$ cat config.mk
export PLATFORM = sky130hd
export DESIGN_NAME = depacketizer_1
export DESIGN_NICKNAME = d
export VERILOG_FILES = /design/src/rtl/depacketizer_1.sv
export SDC_FILE = /design/constraint.sdc
export NUM_CORES = 1
export LEC_CHECK = 0
export CORE_ASPECT_RATIO = 1.75
export CORE_MARGIN = 2
export CORE_UTILIZATION = 45
export CTS_CLUSTER_DIAMETER = 150
export CTS_CLUSTER_SIZE = 16
export DETAILED_ROUTE_END_ITERATION = 10
export DONT_BUFFER_PORTS = 1
export PLACE_DENSITY = 0.6
export SYNTH_ARGS = -nofsm -noshare
export SYNTH_HDL_FRONTEND = slang
export SYNTH_SLANG_ARGS = --single-unit
$ cat constraint.sdc
create_clock -name clk -period 4.8 [get_ports clk]
set_clock_uncertainty 0.1 [all_clocks]
set_input_delay 0.96 -clock clk [delete_from_list [all_inputs] [get_ports clk]]
set_output_delay 0.96 -clock clk [all_outputs]
set_load 0.05 [all_outputs]
$ cat src/rtl/depacketizer_1.sv
// NoC endpoint depacketizer: checks flit framing/VC, drops malformed flits, delivers data through a 2-entry skid FIFO.
// Optional dropped-flit counter enabled by defining DEPACKETIZER_1_ERR_COUNT_EN.
module depacketizer_1 #(
   parameter int                          ADDRESS_WIDTH    = 4,
   parameter int                          VC_ADDRESS_WIDTH = 1,
   parameter int                          WIDTH_IN         = 36,
   parameter int                          WIDTH_OUT        = 10,
   parameter logic [VC_ADDRESS_WIDTH-1:0] ASSIGNED_VC      = '0
) (
   input  logic                     clk,
   input  logic                     rstn,
   input  logic [WIDTH_IN-1:0]      i_data_in,
   input  logic                     i_valid_in,
   output logic                     i_ready_out,
   output logic [WIDTH_OUT-1:0]     o_data_out,
   output logic [ADDRESS_WIDTH-1:0] o_dest_out,
   output logic                     o_valid_out,
   input  logic                     o_ready_in,
   output logic [7:0]               o_err_count
);

   localparam int HALF    = WIDTH_IN / 2;
   localparam int AVAIL   = HALF - 3 - ADDRESS_WIDTH - VC_ADDRESS_WIDTH;
   localparam int DATA_W  = (WIDTH_OUT < AVAIL) ? WIDTH_OUT : AVAIL;
   localparam int VC_HI   = HALF - 4;
   localparam int DEST_HI = VC_HI - VC_ADDRESS_WIDTH;
   localparam int DATA_HI = DEST_HI - ADDRESS_WIDTH;
   localparam int ENTRY_W = ADDRESS_WIDTH + WIDTH_OUT;

   logic                        flit_valid;
   logic                        flit_head;
   logic                        flit_tail;
   logic [VC_ADDRESS_WIDTH-1:0] flit_vc;
   logic [ADDRESS_WIDTH-1:0]    flit_dest;
   logic [WIDTH_OUT-1:0]        flit_word;
   logic                        well_formed;
   logic                        accept;
   logic                        push;
   logic                        pop;
   logic                        unused_bits;

   logic [ENTRY_W-1:0] mem [2];
   logic               wr_ptr;
   logic               rd_ptr;
   logic [1:0]         count;
   logic [1:0]         count_next;
   logic               ready_q;

   assign flit_valid = i_data_in[HALF-1];
   assign flit_head  = i_data_in[HALF-2];
   assign flit_tail  = i_data_in[HALF-3];
   assign flit_vc    = i_data_in[VC_HI -: VC_ADDRESS_WIDTH];
   assign flit_dest  = i_data_in[DEST_HI -: ADDRESS_WIDTH];
   // Upper half and padding are deliberately ignored.
   assign unused_bits = ^i_data_in;

   always_comb begin
      flit_word = '0;
      flit_word[WIDTH_OUT-1 -: DATA_W] = i_data_in[DATA_HI -: DATA_W];
   end

   assign well_formed = flit_valid & flit_head & flit_tail & (flit_vc == ASSIGNED_VC);
   assign accept      = i_valid_in & i_ready_out;
   assign push        = accept & well_formed;
   assign pop         = o_valid_out & o_ready_in;

   always_comb begin
      count_next = count;
      case ({push, pop})
         2'b10:   count_next = count + 2'd1;
         2'b01:   count_next = count - 2'd1;
         default: count_next = count;
      endcase
   end

   always_ff @(posedge clk) begin
      if (!rstn) begin
         count   <= '0;
         wr_ptr  <= 1'b0;
         rd_ptr  <= 1'b0;
         ready_q <= 1'b0;
      end else begin
         if (push) wr_ptr <= ~wr_ptr;
         if (pop)  rd_ptr <= ~rd_ptr;
         count   <= count_next;
         ready_q <= (count_next != 2'd2);
      end
   end

   always_ff @(posedge clk) begin
      if (push) mem[wr_ptr] <= {flit_dest, flit_word};
   end

   assign i_ready_out              = ready_q;
   assign o_valid_out              = (count != 2'd0);
   assign {o_dest_out, o_data_out} = mem[rd_ptr];

`ifdef DEPACKETIZER_1_ERR_COUNT_EN
   logic       drop;
   logic [7:0] err_cnt;

   assign drop = accept & ~well_formed;

   always_ff @(posedge clk) begin
      if (!rstn)                         err_cnt <= '0;
      else if (drop && err_cnt != 8'hFF) err_cnt <= err_cnt + 8'd1;
   end

   assign o_err_count = err_cnt;
`else
   assign o_err_count = '0;
`endif

endmodule
==> results.cfg, run 1 <==
[cts]
cts_setup_buffers = 0
cts_tree = done
root_buffer = clkbuf_8
cts_buffers = 5
h-tree-depth = 2
cts_resized = 0
worstSkewPairLatency_ns = 0.28
clock_sinks = 34
clk_pin_slew_ns = 0.07
post_cts_hold_buffer_count = 0
clk_path_buf_depth = 2

[placement]
gp_congestion = 0.637
port_buffers = 0
dp_hpwl_mm = 1.39
dp.cells = 111

[yosys]
synth_flop_cell = edfxtp_1
synth_top_area_cell = edfxtp_1
netlist_instances = 83
synth_most_common_cell = edfxtp_1
synth_top_area_share = 0.624
netlist_area_um2 = 1350
ys_top_cells_by_count = 28 x edfxtp_1, 14 x mux2_2, 8 x buf_4
yosysWarningCount = 0
synth_enable_flop_cells = 28
synth-async-reset-ratio = 0
ys_ff_latch = 34
synth_cell_type_count = 25
ys_seq_area_frac = 0.713
synth.area.top_cells = edfxtp_1 62%, mux2_2 12%, dfxtp_1 8.9%
synth_area_per_cell_um2 = 16.2

[sta]
rsz0062_at_grt = no
fin_crit_ns = 2.58
setup_viol = 0
fin_setup_tns_ns = 0
slew_violations = 0
fin_crit_sh = 0.538
timing.fmax_mhz = 387
finalHoldViolCount = 0
slew_headroom = 0.598
whs_ns = 0.378
worstMarginPinSlew_ns = 0.602

[final_layout]
final_cells = 119
fillCellCount = 259
antennaDiodeCount = 0
area_delta_synth_final_pct = 7.61
ff_latch_area_um2 = 961
drive_gt1_frac = 0.264
nets = 131
final_util = 0.501
multi_input_area_um2 = 340

[route]
vias_per_cell = 5.24
firstDrtPassIters = 3
drt_wl_total_mm = 1.93
final_antenna_net_count = 0
drt_iter0_markers = 23
drc = 0
num_vias = 624
routedWlPerCell_um = 16.2

[grt]
grt_usage = 0.123
grt_pass1_wl_mm = 2.85
antenna_found_initial = 0
grt_pass1_vias = 576
grt_max_degree = 15
overflow = 0

[critical_path]
path_buf_inv = 0
worstPathMaxFanout = 14
criticalPathCategory = register to output pin
rrSetupSlack_ns = 2.72
cpLargestDelayFamily = flip-flops
required_ns = 3.74
max_stage_delay_ns = 0.70
arrival_ns = 1.52
start_kind = register
cpMaxStageDelayCell = dfxtp_1
worstPathCellList = mux2_2
endpoint_kind = output pin

[run]
drv_cap = 0

[power_and_ir_drop]
ir_worst_vdd_mv = 0.210
leakage_nw = 0.502
p_per_area_nw_per_um2 = 388

[die]
io_pins = 64
core_area_um2 = 2900
dieWidth_um = 45.4
dieArea_um2 = 3470
fp-row-count = 26
die_y_um = 76.4
start_util = 0.465

[min_path]
min_path_type = register to register

[run_status]
status = finished, final reports clean
[per-layer routing]
| layer | vias up | global-route usage | wire, um |
|---|---|---|---|
| met5 | - | 0 | 0 |
| met3 | 7 | 0.0782 | 188 |
| li1 | 299 | - | - |
| met2 | 25 | 0.184 | 1070 |
| met1 | 293 | 0.114 | 608 |
| met4 | 0 | 0.0882 | 61 |
[cell type report]
type                            count  area share
Clock inverter                      1     0.00345
Inverter                            2     0.00518
Tap cell                           28      0.0242
Sequential cell                    34       0.663
Clock buffer                        7      0.0595
Timing Repair Buffer                2      0.0104
Multi-Input combinational cell     45       0.235
[report_power, final]
group          total [mW]  switching (mW)  internal (mW)
Clock               0.209          0.0932          0.115
Sequential          0.324         0.00344          0.321
Combinational      0.0301          0.0250        0.00513
Total               0.563           0.122          0.442
[per-stage QoR]
stage               area (um^2)  power (mW)  setup slack [ns]
global placement           1360       0.361              2.33
floorplan                  1370       0.364              2.32
detailed placement         1360       0.361              2.24
finish                     1450       0.563              2.22
CTS                        1450       0.570              2.16
global route               1450       0.585              2.12
[layout by cell type, fill, tap and decap left out]
cell,count
buf_4,2
clkbuf_1,1
nand2_1,2
a21oi_1,1
o21ai_0,2
mux2_2,14
clkbuf_8,6
or2_2,1
ha_1,1
mux2i_1,1
conb_1,8
nor2_1,2
nand2b_1,1
inv_1,2
edfxtp_1,28
dfxtp_1,6
a21boi_1,1
o21a_1,1
clkinv_2,1
nor2b_1,2
nand3_1,1
or3_1,1
and4b_1,1
o31ai_1,1
xnor2_1,2
or2b_1,1
and3_1,1
[state kept, by name, summed over array words and instances, names as in the netlist, named ones only]
name and count:
i_ready_out 1, rd_ptr 1, mem 28, wr_ptr 1
count 2
[kinds of logic after synthesis]
| kind of cell | Yosys count | synth area share |
|---|---|---|
| and+or+nand+nor | 13 | 0.0557 |
| muxes | 15 | 0.124 |
| xor gates and xnor gates | 2 | 0.0130 |
| adders and majority gates | 1 | 0.00928 |
| other | 1 | 0.00278 |
| AOI/OAI and AO/OA | 6 | 0.0279 |
| DFF | 34 | 0.713 |
| buffers and inverters | 11 | 0.0539 |
[path summary, 6_finish.rpt]
| path | cells past startpoint | to | from |
|---|---|---|---|
| hold / removal | 2 | wr_ptr$_SDFFE_PN0P_ | wr_ptr$_SDFFE_PN0P_ |
| hold reg to reg | 2 | wr_ptr$_SDFFE_PN0P_ | wr_ptr$_SDFFE_PN0P_ |
| setup / recovery | 1 | o_dest_out[3] | register |
| setup reg to reg | 5 | i_ready_out$_SDFF_PN0_ | i_ready_out$_SDFF_PN0_ |
Note: power is estimated with default switching activity, not from simulation.
==> run 2, diff against run 1 <==
==> constraint.sdc (replaced) <==
create_clock -name clk -period 2.4 [get_ports clk]
set_clock_uncertainty 0.1 [all_clocks]
set_input_delay 0.48 -clock clk [delete_from_list [all_inputs] [get_ports clk]]
set_output_delay 0.48 -clock clk [all_outputs]
set_load 0.05 [all_outputs]
==> results.cfg, run 2 (synthesis results as in run 1) <==
[sta]
worstMarginPinSlew_ns = 0.603
slew_violations = 0
whs_ns = 0.192
fin_crit_ns = 2.10
setup_viol = 0
rsz0062_at_grt = no
finalHoldViolCount = 0
fin_crit_sh = 0.877
slew_headroom = 0.597
fin_setup_tns_ns = 0
timing.fmax_mhz = 475

[route]
final_antenna_net_count = 0
routedWlPerCell_um = 16.9
drc = 0
drt_wl_total_mm = 2.03
num_vias = 646
firstDrtPassIters = 2
drt_iter0_markers = 13
vias_per_cell = 5.38

[placement]
port_buffers = 0
gp_congestion = 0.649
dp_hpwl_mm = 1.49

[critical_path]
r2r_start = count[1]$_SDFF_PN0_
arrival_ns = 1.52
endpoint_kind = output pin
worstPathMaxFanout = 14
required_ns = 1.82
path_buf_inv = 0
max_stage_delay_ns = 0.71
cpMaxStageDelayCell = dfxtp_1
start_kind = register
criticalPathCategory = register to output pin
worstPathCellList = mux2_2
cpLargestDelayFamily = flip-flops

[cts]
cts_buffers = 5
cts_tree = done
cts_setup_buffers = 0
clk_path_buf_depth = 2
cts_resized = 0
clk_pin_slew_ns = 0.07
worstSkewPairLatency_ns = 0.28
h-tree-depth = 2
post_cts_hold_buffer_count = 0
root_buffer = clkbuf_8
clock_sinks = 34

[run_status]
status = finished, final reports clean

[final_layout]
drive_gt1_frac = 0.283
largest_reg_flops = 28
reg_top3 = mem: 28 flops, count: 2 flops
antennaDiodeCount = 0
final_util = 0.511
mostFrequentLayoutCells = 28 x edfxtp_1, 14 x mux2_2, 8 x conb_1, 6 x dfxtp_1, 5 x clkbuf_8
nets = 132
regMostFlops = mem
final_common_cell = edfxtp_1
area_delta_synth_final_pct = 9.84

[min_path]
min_path_type = primary input to register
worstHoldStart = i_data_in[13]

[grt]
grt_pass1_wl_mm = 3.03
grt_pass1_vias = 647
grt_usage = 0.131
grt_max_degree = 15
overflow = 0
antenna_found_initial = 0

[die]
dieWidth_um = 45.4
io_pins = 64
start_util = 0.465
dieArea_um2 = 3470
die_y_um = 76.4
core_area_um2 = 2900
fp-row-count = 26

[power_and_ir_drop]
p_per_area_nw_per_um2 = 822
ir_worst_vdd_mv = 0.435
leakage_nw = 0.508
total_power_mw = 1.22

[run]
drv_cap = 0
[run 2: metal layers]
layer	track usage	part of all wire	up-vias
met1	0.100	0.29	314
li1	-	-	303
met5	0	0	-
met2	0.223	0.61	27
met4	0.0794	0.011	0
met3	0.0853	0.092	2
[run 2: area by class of cell]
cell class / count / area, um^2
repair buffers: 3 / 22.5
flip-flops and latches: 34 / 961
clock inverters: 3 / 45.0
multi-input cells: 45 / 340
well taps: 28 / 35.0
fillers: 262 / 1420
inverters: 2 / 7.51
clock buffers: 5 / 68.8
[run 2: worst reg2reg max path: cells and delay by family, from the launching register on]
family | cells | cell delay [ns]
compound gates | 3 | 0.51
simple gates | 1 | 0.26
fa+ha+maj | 1 | 0.32
flops | 1 | 0.35
[run 2: final timing paths]
path | to | slack, ns | depth (start not counted)
max reg2reg | i_ready_out$_SDFF_PN0_ | 0.74 | 5
min reg2reg | wr_ptr$_SDFFE_PN0P_ | 0.39 | 2
max | o_data_out[1] | 0.30 | 1
min | mem[1][13]$_DFFE_PP_ | 0.19 | 0
[run 2: power by group]
part / switching, mW / leakage (nW) / internal [mW]
clock network: 0.198 / 0.0504 / 0.308
registers: 0.00364 / 0.301 / 0.642
logic: 0.0539 / 0.157 / 0.0114
[run 2: metrics by stage]
stage / instance area (um^2) / instances / setup WS, ns
finish: 1480 / 120 / 0.295
CTS: 1480 / 120 / 0.240
detailed placement: 1370 / 112 / 0.328
global placement: 1370 / 112 / 0.431
floorplan: 1370 / 90 / 0.387
global route: 1480 / 120 / 0.203
==> run 3, diff against run 2 <==
--- a/config.mk
+++ b/config.mk
@@ -9,10 +9,11 @@
 export CORE_MARGIN = 2
 export CORE_UTILIZATION = 45
 export CTS_CLUSTER_DIAMETER = 150
-export CTS_CLUSTER_SIZE = 16
+export CTS_CLUSTER_SIZE = 30
 export DETAILED_ROUTE_END_ITERATION = 10
 export DONT_BUFFER_PORTS = 1
-export PLACE_DENSITY = 0.6
+export MAX_ROUTING_LAYER = met4
+export PLACE_DENSITY = 0.59
 export SYNTH_ARGS = -nofsm -noshare
 export SYNTH_HDL_FRONTEND = slang
 export SYNTH_SLANG_ARGS = --single-unit
==> results.cfg, run 3 (synthesis results as in run 1) <==
[critical_path]
start_kind = register
arrival_ns = 1.30
worstPathMaxFanout = 14
cpMaxStageDelayCell = mux2_2
criticalPathCategory = register to output pin
endpoint_kind = output pin
max_stage_delay_ns = 0.49
required_ns = 1.82
cpLargestDelayFamily = multiplexers
worstRegToRegCells = 5
path_buf_inv = 1
worstSetupPathDepth = 2
worstPathCellList = buf_4, mux2_2

[placement]
dpl_cell_area_um2 = 1370
dp.cells = 113
gp_congestion = 0.570
port_buffers = 0
dp_hpwl_mm = 1.49

[power_and_ir_drop]
ir_worst_vdd_mv = 0.468
leakage_nw = 0.506
total_power_mw = 1.10
p_per_area_nw_per_um2 = 756

[cts]
root_buffer = clkbuf_8
clock_sinks = 34
cts_setup_buffers = 0
clk_path_buf_depth = 2
cts_tree = done
worstSkewPairLatency_ns = 0.28
cts_resized = 0
clk_pin_slew_ns = 0.06
h-tree-depth = 2
post_cts_hold_buffer_count = 0
cts_buffers = 5

[final_layout]
fillCellCount = 277
ff_latch_area_um2 = 961
largest_reg_flops = 28
mostFrequentLayoutCells = 28 x edfxtp_1, 14 x mux2_2, 8 x conb_1, 6 x dfxtp_1, 5 x clkbuf_8
area_delta_synth_final_pct = 7.99
final_common_cell = edfxtp_1
reg_top3 = mem: 28 flops, count: 2 flops
final_util = 0.503
antennaDiodeCount = 0
multi_input_area_um2 = 340
fin_area_um2 = 1460
regMostFlops = mem
drive_gt1_frac = 0.269
final_cells = 121
nets = 133

[min_path]
min_path_type = primary input to register
hold_path_depth = 0

[run_status]
status = finished, final reports clean

[die]
core_area_um2 = 2900
io_pins = 64
die_y_um = 76.4
start_util = 0.465
dieArea_um2 = 3470
fp-row-count = 26
dieWidth_um = 45.4

[sta]
fin_crit_sh = 0.783
fin_setup_tns_ns = 0
slew_violations = 0
fin_crit_ns = 1.88
setup_viol = 0
timing.fmax_mhz = 532
finalHoldViolCount = 0
rsz0062_at_grt = no

[run]
drv_cap = 0

[route]
firstDrtPassIters = 3
num_vias = 649
drc = 0
drt_iter0_markers = 16
routedWlPerCell_um = 17.2
drt_wl_total_mm = 2.09
final_antenna_net_count = 0
vias_per_cell = 5.36

[grt]
grt_max_degree = 15
overflow = 0
antenna_found_initial = 0
grt_pass1_wl_mm = 3.03
grt_usage = 0.138
grt_pass1_vias = 657
[run 3: changes by cell type in the layout (fill, tap and decap cells not counted), sizes merged]
cell	before	now
clkbuf	5	6
clkinv	0	2
buf	3	4
clkinvlp	2	0
bufinv	1	0
[run 3: through the flow]
stage / hold WS (ns) / setup slack, ns
floorplan: 0.351 / 0.387
global placement: 0.358 / 0.439
detailed placement: 0.378 / 0.357
CTS: 0.183 / 0.500
global route: 0.173 / 0.466
finish: 0.192 / 0.521
[run 3: path summary, 6_finish.rpt]
kind                            start                     end  slack [ns]
hold / removal           i_data_in[4]     mem[1][4]$_DFFE_PP_        0.19
setup / recovery             register           o_dest_out[2]        0.52
hold reg to reg   wr_ptr$_SDFFE_PN0P_     wr_ptr$_SDFFE_PN0P_        0.38
setup reg to reg  count[1]$_SDFF_PN0_  i_ready_out$_SDFF_PN0_        0.71
[run 3: report_power, final]
| group | leakage (nW) | internal, mW | switching, mW |
|---|---|---|---|
| combinational | 0.163 | 0.0118 | 0.0559 |
| clock | 0.0426 | 0.199 | 0.190 |
| sequential | 0.301 | 0.642 | 0.00187 |
| total | 0.506 | 0.853 | 0.247 |
[run 3: layout make-up]
| cell class | count | area share |
|---|---|---|
| Clock buffer | 6 | 0.0499 |
| Clock inverter | 2 | 0.00602 |
| Inverter | 2 | 0.00516 |
| Multi-Input combinational cell | 45 | 0.234 |
| Sequential cell | 34 | 0.660 |
| Tap cell | 28 | 0.0241 |
| Timing Repair Buffer | 4 | 0.0206 |
[run 3: routing by layer]
layer / wire length (um) / up-vias / global-route usage
li1: - / 304 / -
met1: 581 / 317 / 0.0949
met3: 169 / 4 / 0.0782
met2: 1300 / 24 / 0.236
met5: 0 / - / -
met4: 38 / 0 / 0.0882
[run 3: worst register-to-register path: stages, from the launching register on]
cell	delay [ns]
dfxtp_1	0.35
o21a_1	0.23
ha_1	0.32
or2b_1	0.26
o31ai_1	0.21
a21oi_1	0.08
